$ cat src/rtl/shift_normalizer.sv
// shift_normalizer: normalizes a word by shifting it left one bit per clock
// until its MSB is set. It returns the normalized word and the shift count
// that produced it. Valid/ready handshake on both sides.
// Optional build macro SHIFT_NORMALIZER_SIGNED_EN adds an in_signed port for
// two's-complement normalization. With in_signed=1 the shift stops when the
// top two bits differ.
module shift_normalizer #(
    parameter  int unsigned WIDTH = 8,
    localparam int unsigned SW    = $clog2(WIDTH)
) (
    input  logic             clk,
    input  logic             rst,
    input  logic             in_valid,
    output logic             in_ready,
    input  logic [WIDTH-1:0] in_data,
`ifdef SHIFT_NORMALIZER_SIGNED_EN
    input  logic             in_signed,
`endif
    output logic             out_valid,
    input  logic             out_ready,
    output logic [WIDTH-1:0] out_data,
    output logic [SW-1:0]    out_shift,
    output logic             out_zero
);

    typedef enum logic [1:0] {
        S_IDLE  = 2'd0,
        S_SHIFT = 2'd1,
        S_DONE  = 2'd2
    } state_t;

    state_t           r_state;
    state_t           w_state_nxt;
    logic [WIDTH-1:0] r_work;
    logic [WIDTH-1:0] w_work_nxt;
    logic [WIDTH-1:0] w_shifted;
    logic [SW-1:0]    r_cnt;
    logic [SW-1:0]    w_cnt_nxt;
    logic             r_zero;
    logic             w_zero_nxt;
    logic             r_in_ready;
    logic             r_out_valid;
    logic             w_in_norm;
    logic             w_in_degen;
    logic             w_sh_norm;
`ifdef SHIFT_NORMALIZER_SIGNED_EN
    logic             r_signed;
    logic             w_signed_nxt;
`endif

    assign w_shifted = r_work << 1;

    // Termination and degenerate-input tests for the incoming and shifted words
    always_comb begin
`ifdef SHIFT_NORMALIZER_SIGNED_EN
        w_in_norm  = in_signed ? (in_data[WIDTH-1] ^ in_data[WIDTH-2]) : in_data[WIDTH-1];
        w_in_degen = in_signed ? ((in_data == '0) || (in_data == '1)) : (in_data == '0);
        w_sh_norm  = r_signed ? (w_shifted[WIDTH-1] ^ w_shifted[WIDTH-2]) : w_shifted[WIDTH-1];
`else
        w_in_norm  = in_data[WIDTH-1];
        w_in_degen = (in_data == '0);
        w_sh_norm  = w_shifted[WIDTH-1];
`endif
    end

    // Next-state and datapath updates; hold everything by default
    always_comb begin
        w_state_nxt  = r_state;
        w_work_nxt   = r_work;
        w_cnt_nxt    = r_cnt;
        w_zero_nxt   = r_zero;
`ifdef SHIFT_NORMALIZER_SIGNED_EN
        w_signed_nxt = r_signed;
`endif
        case (r_state)
            S_IDLE: begin
                if (in_valid && r_in_ready) begin
                    w_work_nxt  = in_data;
                    w_cnt_nxt   = '0;
                    w_zero_nxt  = w_in_degen;
`ifdef SHIFT_NORMALIZER_SIGNED_EN
                    w_signed_nxt = in_signed;
`endif
                    w_state_nxt = (w_in_degen || w_in_norm) ? S_DONE : S_SHIFT;
                end
            end
            S_SHIFT: begin
                w_work_nxt = w_shifted;
                w_cnt_nxt  = r_cnt + SW'(1);
                if (w_sh_norm) begin
                    w_state_nxt = S_DONE;
                end
            end
            S_DONE: begin
                if (out_ready) begin
                    w_state_nxt = S_IDLE;
                end
            end
            default: begin
                w_state_nxt = S_IDLE;
            end
        endcase
    end

    // State register
    always_ff @(posedge clk or posedge rst) begin
        if (rst) begin
            r_state <= S_IDLE;
        end else begin
            r_state <= w_state_nxt;
        end
    end

    // Working register, counter, flags and registered handshake outputs
    always_ff @(posedge clk or posedge rst) begin
        if (rst) begin
            r_work      <= '0;
            r_cnt       <= '0;
            r_zero      <= 1'b0;
            r_in_ready  <= 1'b1;
            r_out_valid <= 1'b0;
`ifdef SHIFT_NORMALIZER_SIGNED_EN
            r_signed    <= 1'b0;
`endif
        end else begin
            r_work      <= w_work_nxt;
            r_cnt       <= w_cnt_nxt;
            r_zero      <= w_zero_nxt;
            r_in_ready  <= (w_state_nxt == S_IDLE);
            r_out_valid <= (w_state_nxt == S_DONE);
`ifdef SHIFT_NORMALIZER_SIGNED_EN
            r_signed    <= w_signed_nxt;
`endif
        end
    end

    assign in_ready  = r_in_ready;
    assign out_valid = r_out_valid;
    assign out_data  = r_work;
    assign out_shift = r_cnt;
    assign out_zero  = r_zero;

endmodule

$ cat config.mk
export PLATFORM = sky130hd
export DESIGN_NAME = shift_normalizer
export DESIGN_NICKNAME = d
export VERILOG_FILES = /design/src/rtl/shift_normalizer.sv
export SDC_FILE = /design/constraint.sdc
export NUM_CORES = 1
export LEC_CHECK = 0
export ABC_AREA = 1
export CORE_AREA = 2 2 56 58
export CTS_BUF_LIST = sky130_fd_sc_hd__clkbuf_8
export DETAILED_ROUTE_END_ITERATION = 8
export DIE_AREA = 0 0 58 60
export GPL_TIMING_DRIVEN = 1
export HOLD_SLACK_MARGIN = 0.03
export PLACE_DENSITY = 0.63
export SLEW_MARGIN = 0
export SYNTH_ARGS = -nofsm -noshare
export SYNTH_HDL_FRONTEND = slang
export SYNTH_SLANG_ARGS = --single-unit
$ cat constraint.sdc
create_clock -name clk -period 2.2 [get_ports clk]
set_input_delay 0.55 -clock clk [delete_from_list [all_inputs] [get_ports clk]]
set_output_delay 0.55 -clock clk [all_outputs]
set_load 0.01 [all_outputs]
==> Word-level counts from Yosys, hierarchy flattened <==
Index checks and enable logic that the tools add are counted.
{ "totals": {"register_bits": 16, "in_bits": 12, "word_cells": 28} }
{ "classes": {"eq_ne": 4, "addsub": 1, "n_mux": 9, "n_reduce_logical": 8} }
{ "ops": {"columns": ["op", "n"], "rows": [
  ["$pmux 8 s2", 1],
  ["$logic_not 8->1", 1],
  ["$mux 2", 4],
  ["$mux 8", 1],
  ["$pmux 2 s3", 1],
  ["$pmux 3 s2", 1],
  ["$eq 2x2->1 const B", 2],
  ["$logic_not 2->1", 2],
  ["$reduce_and 2->1", 2],
  ["$add 3x1->3 const B", 1],
  ["$mux 3", 1],
  ["$eq 2x1->1 const B", 1],
  ["$ne 2x2->1 const B", 1],
  ["$reduce_bool 2->1", 1],
  ["$logic_and 1x1->1", 1],
  ["$logic_or 1x1->1", 1]
]} }

==> Logic depth before layout (Yosys ltp) <==
Gate-level depths: netlist (run 1).
{ "logic_depth": {"word_depth": 6, "mapped_depth": 8} }

==> Worst setup path after synthesis (run 1) <==
No wires, ideal clock.
{ "synth_timing": {"kind": "in2reg", "startpoint": "input in_valid", "endpoint": "register r_work[1], in the netlist out_data[1]", "stages": 5, "arrival_ps": 991, "required_time_ps": 2078, "slack_ps": 1086, "setup_ps": 122, "cell_sequence": "nand3_4 -> nand2_4 -> buf_12 -> o211ai_4 -> o21ai_2"} }
{ "synth_via": {"elab_chain_cells": 3} }
{ "synth_rtl": {"columns": ["element", "line", "source"], "rows": [
  ["start, declared", "13", "input logic in_valid,"],
  ["$logic_and 1x1->1", "77", "if (in_valid && r_in_ready) begin"],
  ["$ne 2x2->1 (no line)", null, null],
  ["$reduce_and 2->1 (no line)", null, null],
  ["end signal, assigned", "126", "r_work <= w_work_nxt;"],
  ["end, declared", "34", "logic [WIDTH-1:0] r_work;"]
]} }
Every way passes these cells.
A chain may end at the register's enable or synchronous reset.

==> Worst setup path in the final report (run 1) <==
{ "layout_timing": {"startpoint": "register r_in_ready, in the netlist in_ready", "endpoint": "output in_ready"} }
{ "layout_lines": {"columns": ["element", "line", "source"], "rows": [
  ["start, declared", "41", "logic r_in_ready;"],
  ["start signal, assigned", "129", "r_in_ready <= (w_state_nxt == S_IDLE);"],
  ["end, declared", "14", "output logic in_ready,"]
]} }
No word-level cell between the ends.

==> results of run 1 <==
==> Yosys cell counts (2+ instances only) <==
master and number:
nand3_1 4, o211ai_1 6, dfrtp_1 15, o21ai_0 2, o21ai_2 6, inv_1 15, nor2_1 6, nand2_4 2
nand2_1 19, a21oi_1 3
==> placed cells by master (no fill, tap or decap) <==
master,Yosys,layout
dfstp_2,1,1
o21ai_2,6,6
a21oi_1,3,3
nand3_4,1,1
inv_4,1,1
dfrtp_1,15,15
o211ai_1,6,6
nor2_2,1,1
nand2_4,2,2
nand2_1,19,19
nand3_1,4,4
inv_1,15,15
o31ai_1,1,1
ha_1,1,1
nor2_1,6,6
o22ai_1,1,1
clkdlybuf4s50_1,0,25
o211ai_4,1,1
o21ai_0,2,2
clkbuf_8,0,4
==> layer usage <==
metal,vias to the layer above,wire length [um],global-route usage
met5,-,0,0
li1,337,-,-
met2,19,807,0.1721
met3,4,79,0.02381
met4,0,31,0.05980
met1,298,790,0.1404
==> tightest hold or removal path: cells and delay by family (launching register included) <==
family | cells | cell delay, ns
flops | 1 | 0.35
simple gates | 1 | 0.05
compound gates | 1 | 0.06
==> state kept, by name, summed over array words and instances (netlist names) <==
signal,cells
out_data,8
out_valid,1
out_zero,1
in_ready,1
out_shift,3
r_state,2
==> cell type report <==
type	instances	area, um^2	share of cell area
flip-flops and latches	16	401.6	0.3520
multi-input cells	54	330.3	0.2895
repair buffers	25	250.2	0.2193
inverters	16	62.56	0.05482
clock buffers	4	55.05	0.04825
well taps	33	41.29	0.03618
==> worst paths after layout <==
| kind | start | to | slack [ns] | cells after the start |
|---|---|---|---|---|
| hold / removal | out_zero$_DFFE_PP0P_ | out_zero$_DFFE_PP0P_ | 0.51 | 2 |
| hold reg to reg | out_zero$_DFFE_PP0P_ | out_zero$_DFFE_PP0P_ | 0.51 | 2 |
| max in group asynchronous | rst | out_data[2]$_DFFE_PP0P_ | 1.15 | 2 |
| min in group asynchronous | rst | r_state[0]$_DFF_PP0_ | 0.66 | 2 |
| setup / recovery | in_ready$_DFF_PP1_ | in_ready | 0.31 | 1 |
| setup reg to reg | r_state[0]$_DFF_PP0_ | out_data[5]$_DFFE_PP0P_ | 0.95 | 5 |
==> report_power, final <==
part           switching [mW]  internal [mW]
combinational           0.429          0.373
sequential             0.0900          0.431
clock                   0.101          0.159
total                   0.620          0.963
==> through the flow <==
stage	instances	utilization	instance area, um^2
3_3_place_gp	144	0.3741	1086
4_1_cts	148	0.3931	1141
3_5_place_dp	144	0.3741	1086
6_report	148	0.3931	1141
2_1_floorplan	88	-	825.8
5_1_grt	148	0.3931	1141
==> cells by family after synthesis <==
group           share of synthesized area
compound gates                     0.1909
buf+inv                            0.1136
simple gates                       0.1939
flops                              0.4864
fa+ha+maj                         0.01515
==> qor.txt, run 1 <==
status -> finished clean
Setup crit start kind -> flop
first-pass GRT wire length -> 2856 um
Setup Viol. Count Final -> 0
final count of hold timing violations -> 0
core box area -> 2903 um^2
most used flip-flop cell after synthesis -> dfrtp_1
CTS buffer count -> 3
Slew @ Worst Pin -> 0.5955 ns
max incr delay on CP -> 0.56 ns
clock slew seen by the registers of the worst setup and hold paths -> 0.06 ns
pre-CTS setup slack -> 0.4943 ns
initial DRC count -> 4
Tmin final -> 1.894 ns
Critical Path Fanout Max -> 2
P&R area growth vs syn -> 38.18%
synth top area cells -> dfrtp_1 (45%), nand2_1 (8.6%), inv_1 (6.8%)
routed wire length -> 1708 um
layout cells sized above 1 -> 0.1478
Clock Latency Late Sink -> 0.25 ns
Max Cap Violations -> 0
Congestion Overflow GR -> 0
Slew HR -> 0.6026
RSZ-0062 raised after global routing -> no
fill cell count -> 295
Ports -> 26
antenna fix cells -> 0
Distinct cells, synth -> 20
Layout Nets -> 129
Chip Width -> 58 um
Crit-path slowest cell -> dfstp_2
die height -> 60 um
max-slew violations -> 0
TritonRoute pass-1 iters -> 4
Post-CTS Hold Buffers -> 0
WS Path Type -> flop to output port
Leak -> 0.5226 nW
initial antenna violation count -> 0
Fin Clk Skew -> 0.001098 ns
setup tns final -> 0 ns
dpl hpwl -> 1286 um
Final GP Congestion -> 0.8208
Synth Area per Inst -> 9.384 um^2
Setup crit end kind -> output port
WP data arrival -> 1.34 ns
Post CTS Setup Buffer Count -> 0
number of synthesized flops with an enable pin -> 0
register area share after synthesis -> 0.4864
worst hold slack -> 0.5057 ns
peak supply drop -> 0.5828 mV
pin count of the biggest net entering global routing -> 18
Synth top area share -> 0.4545
clock tree buffer depth -> 2
synth warn -> 0
post_cts resized -> 0
pwr dens -> 1387 nW/um^2
Root Driver -> clkbuf_8
setup ws final -> 0.3061 ns
antenna-violating nets left -> 0
worst path bufs/invs -> 1
port bufs -> 25
net count after synthesis -> 101
asr flop ratio synth -> 1.000
Mapped Cells -> 88
Design Power -> 1.583 mW
largest area contributor in the netlist -> dfrtp_1
vias in the first global route -> 667
Initial Util -> 0.2845
fmax -> 528.0 MHz
CTS Sinks -> 16
H-tree depth -> 1
Vias -> 658
data required time of the worst path -> 1.65 ns
FF+latch count, synth -> 16
CP top delay family -> flip-flops
Rows -> 20
Die Footprint -> 3480 um^2
Post-Synthesis Cell Area -> 825.8 um^2
Via-to-Cell Ratio -> 4.446
crit path cell chain -> clkdlybuf4s50_1
Overall Global Routing Usage -> 0.1095
Final period util -> 0.8609
TritonCTS clock tree -> done
average wire per standard cell -> 11.54 um
Hold Crit Class -> flop to flop
DRC viols -> 0
Power figures use the tool's default switching activity.
==> inputs of run 2 (changes only) <==
--- a/config.mk
+++ b/config.mk
@@ -13,7 +13,6 @@
 export GPL_TIMING_DRIVEN = 1
 export HOLD_SLACK_MARGIN = 0.03
 export PLACE_DENSITY = 0.63
-export SLEW_MARGIN = 0
 export SYNTH_ARGS = -nofsm -noshare
 export SYNTH_HDL_FRONTEND = slang
 export SYNTH_SLANG_ARGS = --single-unit
==> constraint.sdc (replaced) <==
create_clock -name clk -period 1.8 [get_ports clk]
set_input_delay 0.45 -clock clk [delete_from_list [all_inputs] [get_ports clk]]
set_output_delay 0.45 -clock clk [all_outputs]
set_load 0.01 [all_outputs]
==> run 2 against run 1 <==
- total power grew 22%
- combinational power grew 21%
- register-to-register slack lost 0.38 ns
- largest cell class unchanged
- largest power group unchanged
- critical path depth is the same
- die area is the same
- sequential share of layout area shrank 0.19 points
- first-iteration DRC count grew 130%
==> qor.txt, run 2 (synthesis results as in run 1) <==
data required time of the worst path -> 1.35 ns
Root Driver -> clkbuf_8
initial DRC count -> 9
Hold Crit Class -> input port to asynchronous set/reset pin
Die Footprint -> 3480 um^2
pre-CTS setup slack -> 0.1991 ns
Slew @ Worst Pin -> 0.2174 ns
CTS buffer count -> 3
Int Pwr -> 1.171 mW
sw power -> 753.3 uW
Initial Util -> 0.2845
Setup crit start kind -> flop
WS Path Type -> flop to output port
Rows -> 20
WP data arrival -> 1.20 ns
fmax -> 607.4 MHz
antenna-violating nets left -> 0
TritonRoute pass-1 iters -> 4
die height -> 60 um
clock tree buffer depth -> 2
Reg area -> 401.6 um^2
clock slew seen by the registers of the worst setup and hold paths -> 0.07 ns
Clock Latency Late Sink -> 0.25 ns
Slew HR -> 0.8539
layout cells sized above 1 -> 0.1552
CP top delay family -> buffers and inverters
port bufs -> 25
Overall Global Routing Usage -> 0.1063
RSZ-0062 raised after global routing -> no
core box area -> 2903 um^2
CTS Sinks -> 16
Critical Path Fanout Max -> 4
worst hold slack -> 0.5125 ns
pwr dens -> 1677 nW/um^2
Setup Viol. Count Final -> 0
initial antenna violation count -> 0
Sw Share -> 0.3915
Final GP Congestion -> 0.8211
status -> finished clean
setup ws final -> 0.1537 ns
Ports -> 26
Final period util -> 0.9146
commonest non-fill, non-tap cells in the layout -> clkdlybuf4s50_1 (24), nand2_1 (19), inv_1 (15), dfrtp_1 (15)
setup tns final -> 0 ns
Vias -> 655
H-tree depth -> 1
Multi-input gate area -> 330.3 um^2
max incr delay on CP -> 0.55 ns
Leak -> 0.5278 nW
crit path cell chain -> clkdlybuf4s50_1
DRC viols -> 0
dpl hpwl -> 1274 um
Largest register FFs -> 8
Final Instance Count excl. Fillers -> 149
clock share of power -> 0.166
# placed instances -> 145
Tmin final -> 1.646 ns
Chip Width -> 58 um
average wire per standard cell -> 11.34 um
Fin Clk Skew -> 0.002955 ns
TritonCTS clock tree -> done
Layout Nets -> 130
first-pass GRT wire length -> 2780 um
Via-to-Cell Ratio -> 4.396
Setup crit end kind -> output port
worst path bufs/invs -> 1
Crit-path slowest cell -> clkdlybuf4s50_1
peak supply drop -> 0.6739 mV
antenna fix cells -> 0
pin count of the biggest net entering global routing -> 18
commonest non-fill, non-tap cell in the layout -> clkdlybuf4s50_1
routed wire length -> 1690 um
Congestion Overflow GR -> 0
fill cell count -> 298
Max Cap Violations -> 0
Combinational Power Share -> 0.504
max-slew violations -> 0
P&R area growth vs syn -> 38.94%
vias in the first global route -> 640
Reg power frac -> 0.330
final count of hold timing violations -> 0
Design Power -> 1.924 mW
run 2: changes by cell type in the layout (fill, tap and decap cells not counted), sizes merged:
cell	delta
buf	+1
dlygate4sd2	+1
clkdlybuf4s50	-1
run 2: per-layer routing:
layer | track usage | share of wire | up-vias
li1 | - | - | 339
met2 | 0.1705 | 0.46 | 17
met1 | 0.1309 | 0.47 | 295
met3 | 0.02597 | 0.053 | 4
met4 | 0.05980 | 0.020 | 0
met5 | 0 | 0 | -
run 2: repair_timing:
action                     4_1_cts  5_1_grt
resized for setup                1        0
hold buffers                     0        0
setup endpoints to repair        1        0
setup buffers                    0        0
run 2: worst paths after layout:
kind / from / endpoint / slack [ns] / depth (start not counted)
setup / recovery: out_shift[0]$_DFFE_PP0P_ / out_shift[0] / 0.15 / 1
hold / removal: rst / out_data[4]$_DFFE_PP0P_ / 0.51 / 3
setup reg to reg: r_state[0]$_DFF_PP0_ / out_data[3]$_DFFE_PP0P_ / 0.57 / 5
hold reg to reg: out_zero$_DFFE_PP0P_ / out_zero$_DFFE_PP0P_ / 0.51 / 2
max in group asynchronous: rst / in_ready$_DFF_PP1_ / 1.04 / 3
min in group clk: out_zero$_DFFE_PP0P_ / out_zero$_DFFE_PP0P_ / 0.51 / 2
run 2: stage by stage:
step	area [um^2]	util
3_5_place_dp	1094	0.3767
3_3_place_gp	1094	0.3767
5_1_grt	1147	0.3953
2_1_floorplan	825.8	-
4_1_cts	1147	0.3953
6_report	1147	0.3953
run 2: area by class of cell:
| cell class | instances | share of cell area |
|---|---|---|
| clock buffer | 4 | 0.04798 |
| multi-input combinational | 54 | 0.2879 |
| inverter | 16 | 0.05453 |
| tap | 33 | 0.03599 |
| timing repair buffer | 26 | 0.2236 |
| sequential | 16 | 0.3501 |
run 2: power by group through the flow:
stage	combinational [mW]	clock (mW)	sequential, mW
2_1_floorplan	0.633	0	0.694
3_3_place_gp	0.975	0	0.641
3_5_place_dp	0.992	0	0.644
4_1_cts	0.990	0.329	0.639
5_1_grt	1.08	0.349	0.652
6_report	0.970	0.320	0.634
==> inputs of run 3 (changes only) <==
--- a/config.mk
+++ b/config.mk
@@ -11,7 +11,7 @@
 export DETAILED_ROUTE_END_ITERATION = 8
 export DIE_AREA = 0 0 58 60
 export GPL_TIMING_DRIVEN = 1
-export HOLD_SLACK_MARGIN = 0.03
+export HOLD_SLACK_MARGIN = 0.12
 export PLACE_DENSITY = 0.63
 export SYNTH_ARGS = -nofsm -noshare
 export SYNTH_HDL_FRONTEND = slang
==> results of run 3 <==
The final DEF is identical to that of run 2; final timing and power are the same.
